**src/rtl/slot_alloc_ctrl_pkg.sv**
```systemverilog
// Shared sizing helpers and slot index type for the slot allocator and the pool storage behind it.
// Default pool geometry lives here so storage and allocator agree on widths.
package slot_alloc_ctrl_pkg;

    localparam int DEF_NUM_REQ   = 4;
    localparam int DEF_NUM_ENTRY = 16;

    function automatic int idx_width(input int num_entry);
        return (num_entry > 1) ? $clog2(num_entry) : 1;
    endfunction

    function automatic int cnt_width(input int num_entry);
        return $clog2(num_entry + 1);
    endfunction

    function automatic int lane_width(input int num_req);
        return $clog2(num_req) + 1;
    endfunction

    localparam int DEF_IDX_W  = idx_width(DEF_NUM_ENTRY);
    localparam int DEF_CNT_W  = cnt_width(DEF_NUM_ENTRY);
    localparam int DEF_LANE_W = lane_width(DEF_NUM_REQ);

    typedef logic [DEF_IDX_W-1:0] slot_idx_t;

endpackage

```
**src/rtl/slot_alloc_ctrl_prefix_sum.sv**
```systemverilog
// Inclusive prefix sum: sums[i] = data[0] + ... + data[i], each result OUTPUT_SIZE bits wide.
module prefix_sum #(
    parameter int NUM_INPUT   = 4,
    parameter int INPUT_SIZE  = 1,
    parameter int OUTPUT_SIZE = 3
) (
    input  logic [NUM_INPUT*INPUT_SIZE-1:0]  data,
    output logic [NUM_INPUT*OUTPUT_SIZE-1:0] sums
);

    function automatic logic [NUM_INPUT*OUTPUT_SIZE-1:0] scan(
        input logic [NUM_INPUT*INPUT_SIZE-1:0] d
    );
        logic [OUTPUT_SIZE-1:0]           acc;
        logic [NUM_INPUT*OUTPUT_SIZE-1:0] res;
        acc = '0;
        res = '0;
        for (int i = 0; i < NUM_INPUT; i++) begin
            acc = acc + OUTPUT_SIZE'(d[i*INPUT_SIZE +: INPUT_SIZE]);
            res[i*OUTPUT_SIZE +: OUTPUT_SIZE] = acc;
        end
        return res;
    endfunction

    assign sums = scan(data);

endmodule

```
**src/rtl/slot_alloc_ctrl.sv**
```systemverilog
// In-order multi-lane allocator for a circular slot pool; grants the oldest requesting lanes that fit.
// Optional `define ALLOC_FLUSH_EN adds a flush input that empties the pool in one cycle.
module slot_alloc_ctrl
    import slot_alloc_ctrl_pkg::*;
#(
    parameter int NUM_REQ   = DEF_NUM_REQ,
    parameter int NUM_ENTRY = DEF_NUM_ENTRY,
    parameter int IDX_W     = idx_width(NUM_ENTRY),
    parameter int CNT_W     = cnt_width(NUM_ENTRY),
    parameter int LANE_W    = lane_width(NUM_REQ)
) (
    input  logic                     clk,
    input  logic                     rst,
`ifdef ALLOC_FLUSH_EN
    input  logic                     flush,
`endif
    input  logic [NUM_REQ-1:0]       req_valid,
    output logic [NUM_REQ-1:0]       req_grant,
    output logic [NUM_REQ*IDX_W-1:0] req_idx,
    input  logic [LANE_W-1:0]        rel_cnt,
    output logic [IDX_W-1:0]         head_idx,
    output logic [CNT_W-1:0]         free_cnt,
    output logic                     full,
    output logic                     empty
);

    localparam logic [CNT_W-1:0] ENTRY_CNT = CNT_W'(NUM_ENTRY);

    logic [IDX_W-1:0]          head;
    logic [IDX_W-1:0]          tail;
    logic [CNT_W-1:0]          occ;
    logic [CNT_W-1:0]          free_q;
    logic                      full_q;
    logic                      empty_q;

    logic [NUM_REQ*LANE_W-1:0] incl_flat;
    logic [LANE_W-1:0]         incl [NUM_REQ];
    logic [LANE_W-1:0]         excl [NUM_REQ];
    logic                      hold;
    logic [LANE_W-1:0]         n_alloc;
    logic [CNT_W-1:0]          rel_ext;
    logic [CNT_W-1:0]          n_rel;
    logic [CNT_W-1:0]          occ_next;
    logic [IDX_W-1:0]          head_next;
    logic [IDX_W-1:0]          tail_next;

    prefix_sum #(
        .NUM_INPUT   (NUM_REQ),
        .INPUT_SIZE  (1),
        .OUTPUT_SIZE (LANE_W)
    ) u_scan (
        .data (req_valid),
        .sums (incl_flat)
    );

`ifdef ALLOC_FLUSH_EN
    assign hold = rst || flush;
`else
    assign hold = rst;
`endif

    always_comb begin
        for (int i = 0; i < NUM_REQ; i++) begin
            incl[i] = incl_flat[i*LANE_W +: LANE_W];
            excl[i] = incl[i] - LANE_W'(req_valid[i]);
        end
    end

    // Grant stage: incl is monotonic, so the last granted lane's incl is also the grant count.
    always_comb begin
        req_grant = '0;
        req_idx   = '0;
        n_alloc   = '0;
        for (int i = 0; i < NUM_REQ; i++) begin
            req_idx[i*IDX_W +: IDX_W] = tail + IDX_W'(excl[i]);
            if (req_valid[i] && (CNT_W'(incl[i]) <= free_q) && !hold) begin
                req_grant[i] = 1'b1;
                n_alloc      = incl[i];
            end
        end
    end

    // A release larger than the occupancy is clamped so head never passes tail.
    always_comb begin
        rel_ext   = CNT_W'(rel_cnt);
        n_rel     = (rel_ext > occ) ? occ : rel_ext;
        occ_next  = occ + CNT_W'(n_alloc) - n_rel;
        head_next = head + IDX_W'(n_rel);
        tail_next = tail + IDX_W'(n_alloc);
    end

    // State stage: free/full/empty are registered alongside occ to keep them off the grant path.
    always_ff @(posedge clk) begin
        if (rst) begin
            head    <= '0;
            tail    <= '0;
            occ     <= '0;
            free_q  <= ENTRY_CNT;
            full_q  <= 1'b0;
            empty_q <= 1'b1;
`ifdef ALLOC_FLUSH_EN
        end else if (flush) begin
            tail    <= head;
            occ     <= '0;
            free_q  <= ENTRY_CNT;
            full_q  <= 1'b0;
            empty_q <= 1'b1;
`endif
        end else begin
            head    <= head_next;
            tail    <= tail_next;
            occ     <= occ_next;
            free_q  <= ENTRY_CNT - occ_next;
            full_q  <= (occ_next == ENTRY_CNT);
            empty_q <= (occ_next == '0);
        end
    end

    assign head_idx = head;
    assign free_cnt = free_q;
    assign full     = full_q;
    assign empty    = empty_q;

endmodule

```
**config.mk**
```make
export PLATFORM = sky130hd
export DESIGN_NAME = slot_alloc_ctrl
export DESIGN_NICKNAME = d
export VERILOG_FILES = /design/src/rtl/slot_alloc_ctrl_pkg.sv /design/src/rtl/slot_alloc_ctrl_prefix_sum.sv /design/src/rtl/slot_alloc_ctrl.sv
export SDC_FILE = /design/constraint.sdc
export NUM_CORES = 1
export LEC_CHECK = 0
export CAP_MARGIN = 20
export CORE_MARGIN = 5
export CORE_UTILIZATION = 41
export DETAILED_ROUTE_END_ITERATION = 8
export PLACE_DENSITY = 0.66
export SYNTH_ARGS = -nofsm -noshare
export SYNTH_HDL_FRONTEND = slang
export SYNTH_SLANG_ARGS = --single-unit
```
**constraint.sdc**
```tcl
create_clock -name clk -period 6.9 [get_ports clk]
set_input_delay 1.38 -clock clk [delete_from_list [all_inputs] [get_ports clk]]
set_output_delay 1.38 -clock clk [all_outputs]
set_load 0.03 [all_outputs]
```
==> impl_metrics.csv <==
group,metric,value,unit
status,run_status,"completed",
worst_setup_path,critPathMaxStageDelay,600,ps
timing,setup-tns-final,0,ps
yosys,synth-edff-count,0,
yosys,synth_cells,199,
timing,hold_viol_final,0,
worst_setup_path,cp_common_cell,"ha_1",
yosys,yosys.cell_count.top_type,"ha_1",
global_route,antenna_found_initial,0,
yosys,ys_async_sr_fraction,0,%
clock_tree,clk_pin_slew_worst_paths,70,ps
timing,period_share,92.0,%
timing,holdWs,524,ps
worst_setup_path,cp_top_family,"adder cells",
worst_setup_path,crit_path_cell_trace,"clkdlybuf4s50_1, fa_1, ha_1, ha_1, xnor2_1, ha_1, nand3_1, o21ai_0, o311a_1, a21o_2, o2bb2ai_1, fa_1, inv_1, ha_1, a21o_1, a21oi_1, xnor2_1, nor2_1, ha_1, or2_2",
clock_tree,cts_inserted_buffers,3,
timing,slew_headroom,59.2,%
timing,worstMarginPinSlew,607,ps
clock_tree,cts_tree,"done",
route,wl_met2,1.83,mm
worst_setup_path,crit_path_max_fanout,8,
route,highest_layer,"met4",
route,post_drt_via_cell_ratio,4.98,
global_route,grt_usage,14.1,%
yosys,synth_top_area_cell,"ha_1",
finish,area_growth,25.2,%
clock_tree,cts-resized-gates,0,
yosys,synth_common_cells,"43 x ha_1, 27 x inv_1, 19 x dfxtp_1, 15 x nor2_1",
place,gp_congestion,0.774,
worst_setup_path,worstSetupEndpoint,"empty$_SDFF_PP1_",
die,die_w,78.2,um
route,antenna_left,0,
die,core,4440,um2
timing,maxSlewViolCount,0,
worst_setup_path,critPathLaunch,"req_valid[0]",
worst_setup_path,crit_cells,20,
route,met1_length,1.85,mm
route,first_pass_iters,4,
run,maxCapViolations,0,
clock_tree,h-tree-depth,1,
worst_setup_path,r2r-end,"empty$_SDFF_PP1_",
global_route,grt_overflow,0,
clock_tree,post_cts_buffers,0,
pwr,power.density,480,nW/um2
die,die-area,6110,um2
worst_setup_path,crit_buf_inv,2,
global_route,grt_max_degree,23,
pwr,ir_worst_vdd,0.200,mV
timing,rsz0062_at_grt,"false",
global_route,grt_pass1_wl,7.11,mm
timing,max_clock_freq,158,MHz
finish,antennaDiodeCount,0,
pwr,p_leak,1.18,nW
route,drt_wl_total,3.94,mm
route,route.detailed.drc,0,
finish,nets,300,
worst_setup_path,reg2reg_depth,13,
place,dp.final_hpwl,3.34,mm
yosys,synth.ff_latch_count,19,
worst_setup_path,crit_arrival,6490,ps
worst_setup_path,crit_type,"primary input to flip-flop",
place,port_buffers,39,
pwr,total_power,1.15,mW
clock_tree,cts.path.max_buffers,2,
worst_setup_path,rrSetupSlack,2820,ps
clock_tree,holdBufCountCts,0,
worst_setup_path,cp-end-kind,"flip-flop",
clock_tree,root_buffer,"clkbuf_8",
die,die_h,78.2,um
die,io-pin-count,40,
finish,drive_gt1_share,6.28,%
yosys,yosys_warnings,0,
die,rows,24,
timing,post-route-min-period,6350,ps
min_path,hp-class,"flip-flop to flip-flop",
route,drtIter0Drc,64,
clock_tree,clkLatencyLatePin,250,ps
route,wire_per_inst,13.5,um
clock_tree,clock-sinks,19,
worst_setup_path,cp_data_required_time,7040,ps
finish,n_fill_cell,420,
die,start_util,42.9,%
timing,finClkSkew,2.54,ps
worst_setup_path,r2r-start,"occ[0]$_SDFF_PP0_",
yosys,synth_area_leaders,"ha_1 28%, dfxtp_1 20%, fa_1 8.4%",
yosys,synthFlopType,"dfxtp_1",
route,vias,1450,
yosys,synth_top_area_share,28.2,%
yosys,ys_types,40,
route,dr_wl_met3,197,um
yosys,synth_area,1910,um2
global_route,grt_pass1_vias,1527,
yosys,ys_seq_area_share,20.0,%
timing,final-setup-viol-count,0,
worst_setup_path,start_kind,"primary input",
worst_setup_path,critPathSlowestCell,"fa_1",
yosys,syn_nets,259,
yosys,syn_avg_cell_area,9.58,um2
layout by cell type, fill, tap and decap left out, types with 2 or more instances in the layout:
| cell | netlist | final |
|---|---|---|
| inv_1 | 27 | 27 |
| nand2_1 | 5 | 5 |
| clkdlybuf4s50_1 | 0 | 39 |
| nor2_1 | 15 | 15 |
| o31ai_1 | 2 | 2 |
| xor2_1 | 11 | 11 |
| nor2b_1 | 8 | 8 |
| xnor2_1 | 11 | 11 |
| nor4_1 | 2 | 2 |
| mux2_2 | 3 | 3 |
| clkbuf_8 | 0 | 3 |
| a21o_1 | 7 | 7 |
| fa_1 | 8 | 8 |
| a21oi_1 | 7 | 7 |
| o21ai_0 | 3 | 3 |
| ha_1 | 43 | 43 |
| dfxtp_1 | 19 | 19 |
| nor3_1 | 2 | 2 |
| nand3_1 | 2 | 2 |
| mux2i_1 | 2 | 2 |
worst min path at each step:
stage | startpoint | endpoint | slack [ps] | cells after the start
after floorplan | occ[4]$_SDFF_PP0_ | occ[4]$_SDFF_PP0_ | 650 | 3
after global routing | head_idx[3]$_SDFF_PP0_ | head_idx[3]$_SDFF_PP0_ | 570 | 2
final | head_idx[3]$_SDFF_PP0_ | head_idx[3]$_SDFF_PP0_ | 520 | 2
after CTS | head_idx[3]$_SDFF_PP0_ | head_idx[3]$_SDFF_PP0_ | 530 | 2
after detailed placement | head_idx[3]$_SDFF_PP0_ | head_idx[3]$_SDFF_PP0_ | 500 | 2
after global placement | head_idx[3]$_SDFF_PP0_ | head_idx[3]$_SDFF_PP0_ | 500 | 2
sequential cells by signal, summed over array words and instances, names as in the netlist:
name and cells:
full 1, head_idx 4, free_cnt 4, empty 1, tail 4, occ 5
report_power, final:
part	leakage, nW	internal [mW]	switching, mW	total [mW]
combinational	1.00	0.391	0.478	0.869
clock	0.0228	0.0410	0.0353	0.0764
sequential	0.158	0.158	0.0422	0.200
metal layers:
metal	global-route usage (%)	vias to the layer above
li1	-	748
met1	18.8	659
met2	23.4	36
met3	2.29	7
met4	4.72	0
met5	0	-
worst min-delay path, cell delays in order, from the launching register on:
cell	delay [ps]
dfxtp_1	340
xor2_1	70
nor2_1	80
kinds of logic after synthesis:
family	synth area share (%)
xor gates and xnor gates	10.1
buffers and inverters	6.76
other	0.197
AOI/OAI and AO/OA	12.2
muxes	2.82
and+or+nand+nor	11.3
adders and majority gates	36.6
DFF	20.0
layout make-up:
cell class / instances / area, um2 / share of cell area, %
clock buffer: 4 / 45.0 / 1.89
inverter: 27 / 101 / 4.25
tap: 52 / 65.1 / 2.73
multi-input combinational: 149 / 1400 / 58.5
timing repair buffer: 40 / 398 / 16.7
sequential: 19 / 380 / 15.9
stage by stage:
| stage | utilization, % | area, um2 | cells | setup slack [ps] |
|---|---|---|---|---|
| floorplan | - | 1910 | 199 | 1160 |
| detailed placement | 52.7 | 2340 | 287 | 267 |
| CTS | 53.7 | 2390 | 291 | 533 |
| global placement | 52.7 | 2340 | 287 | 459 |
| finish | 53.7 | 2390 | 291 | 551 |
| global route | 53.7 | 2390 | 291 | 276 |
No activity file was read; power rests on OpenSTA's default activity.
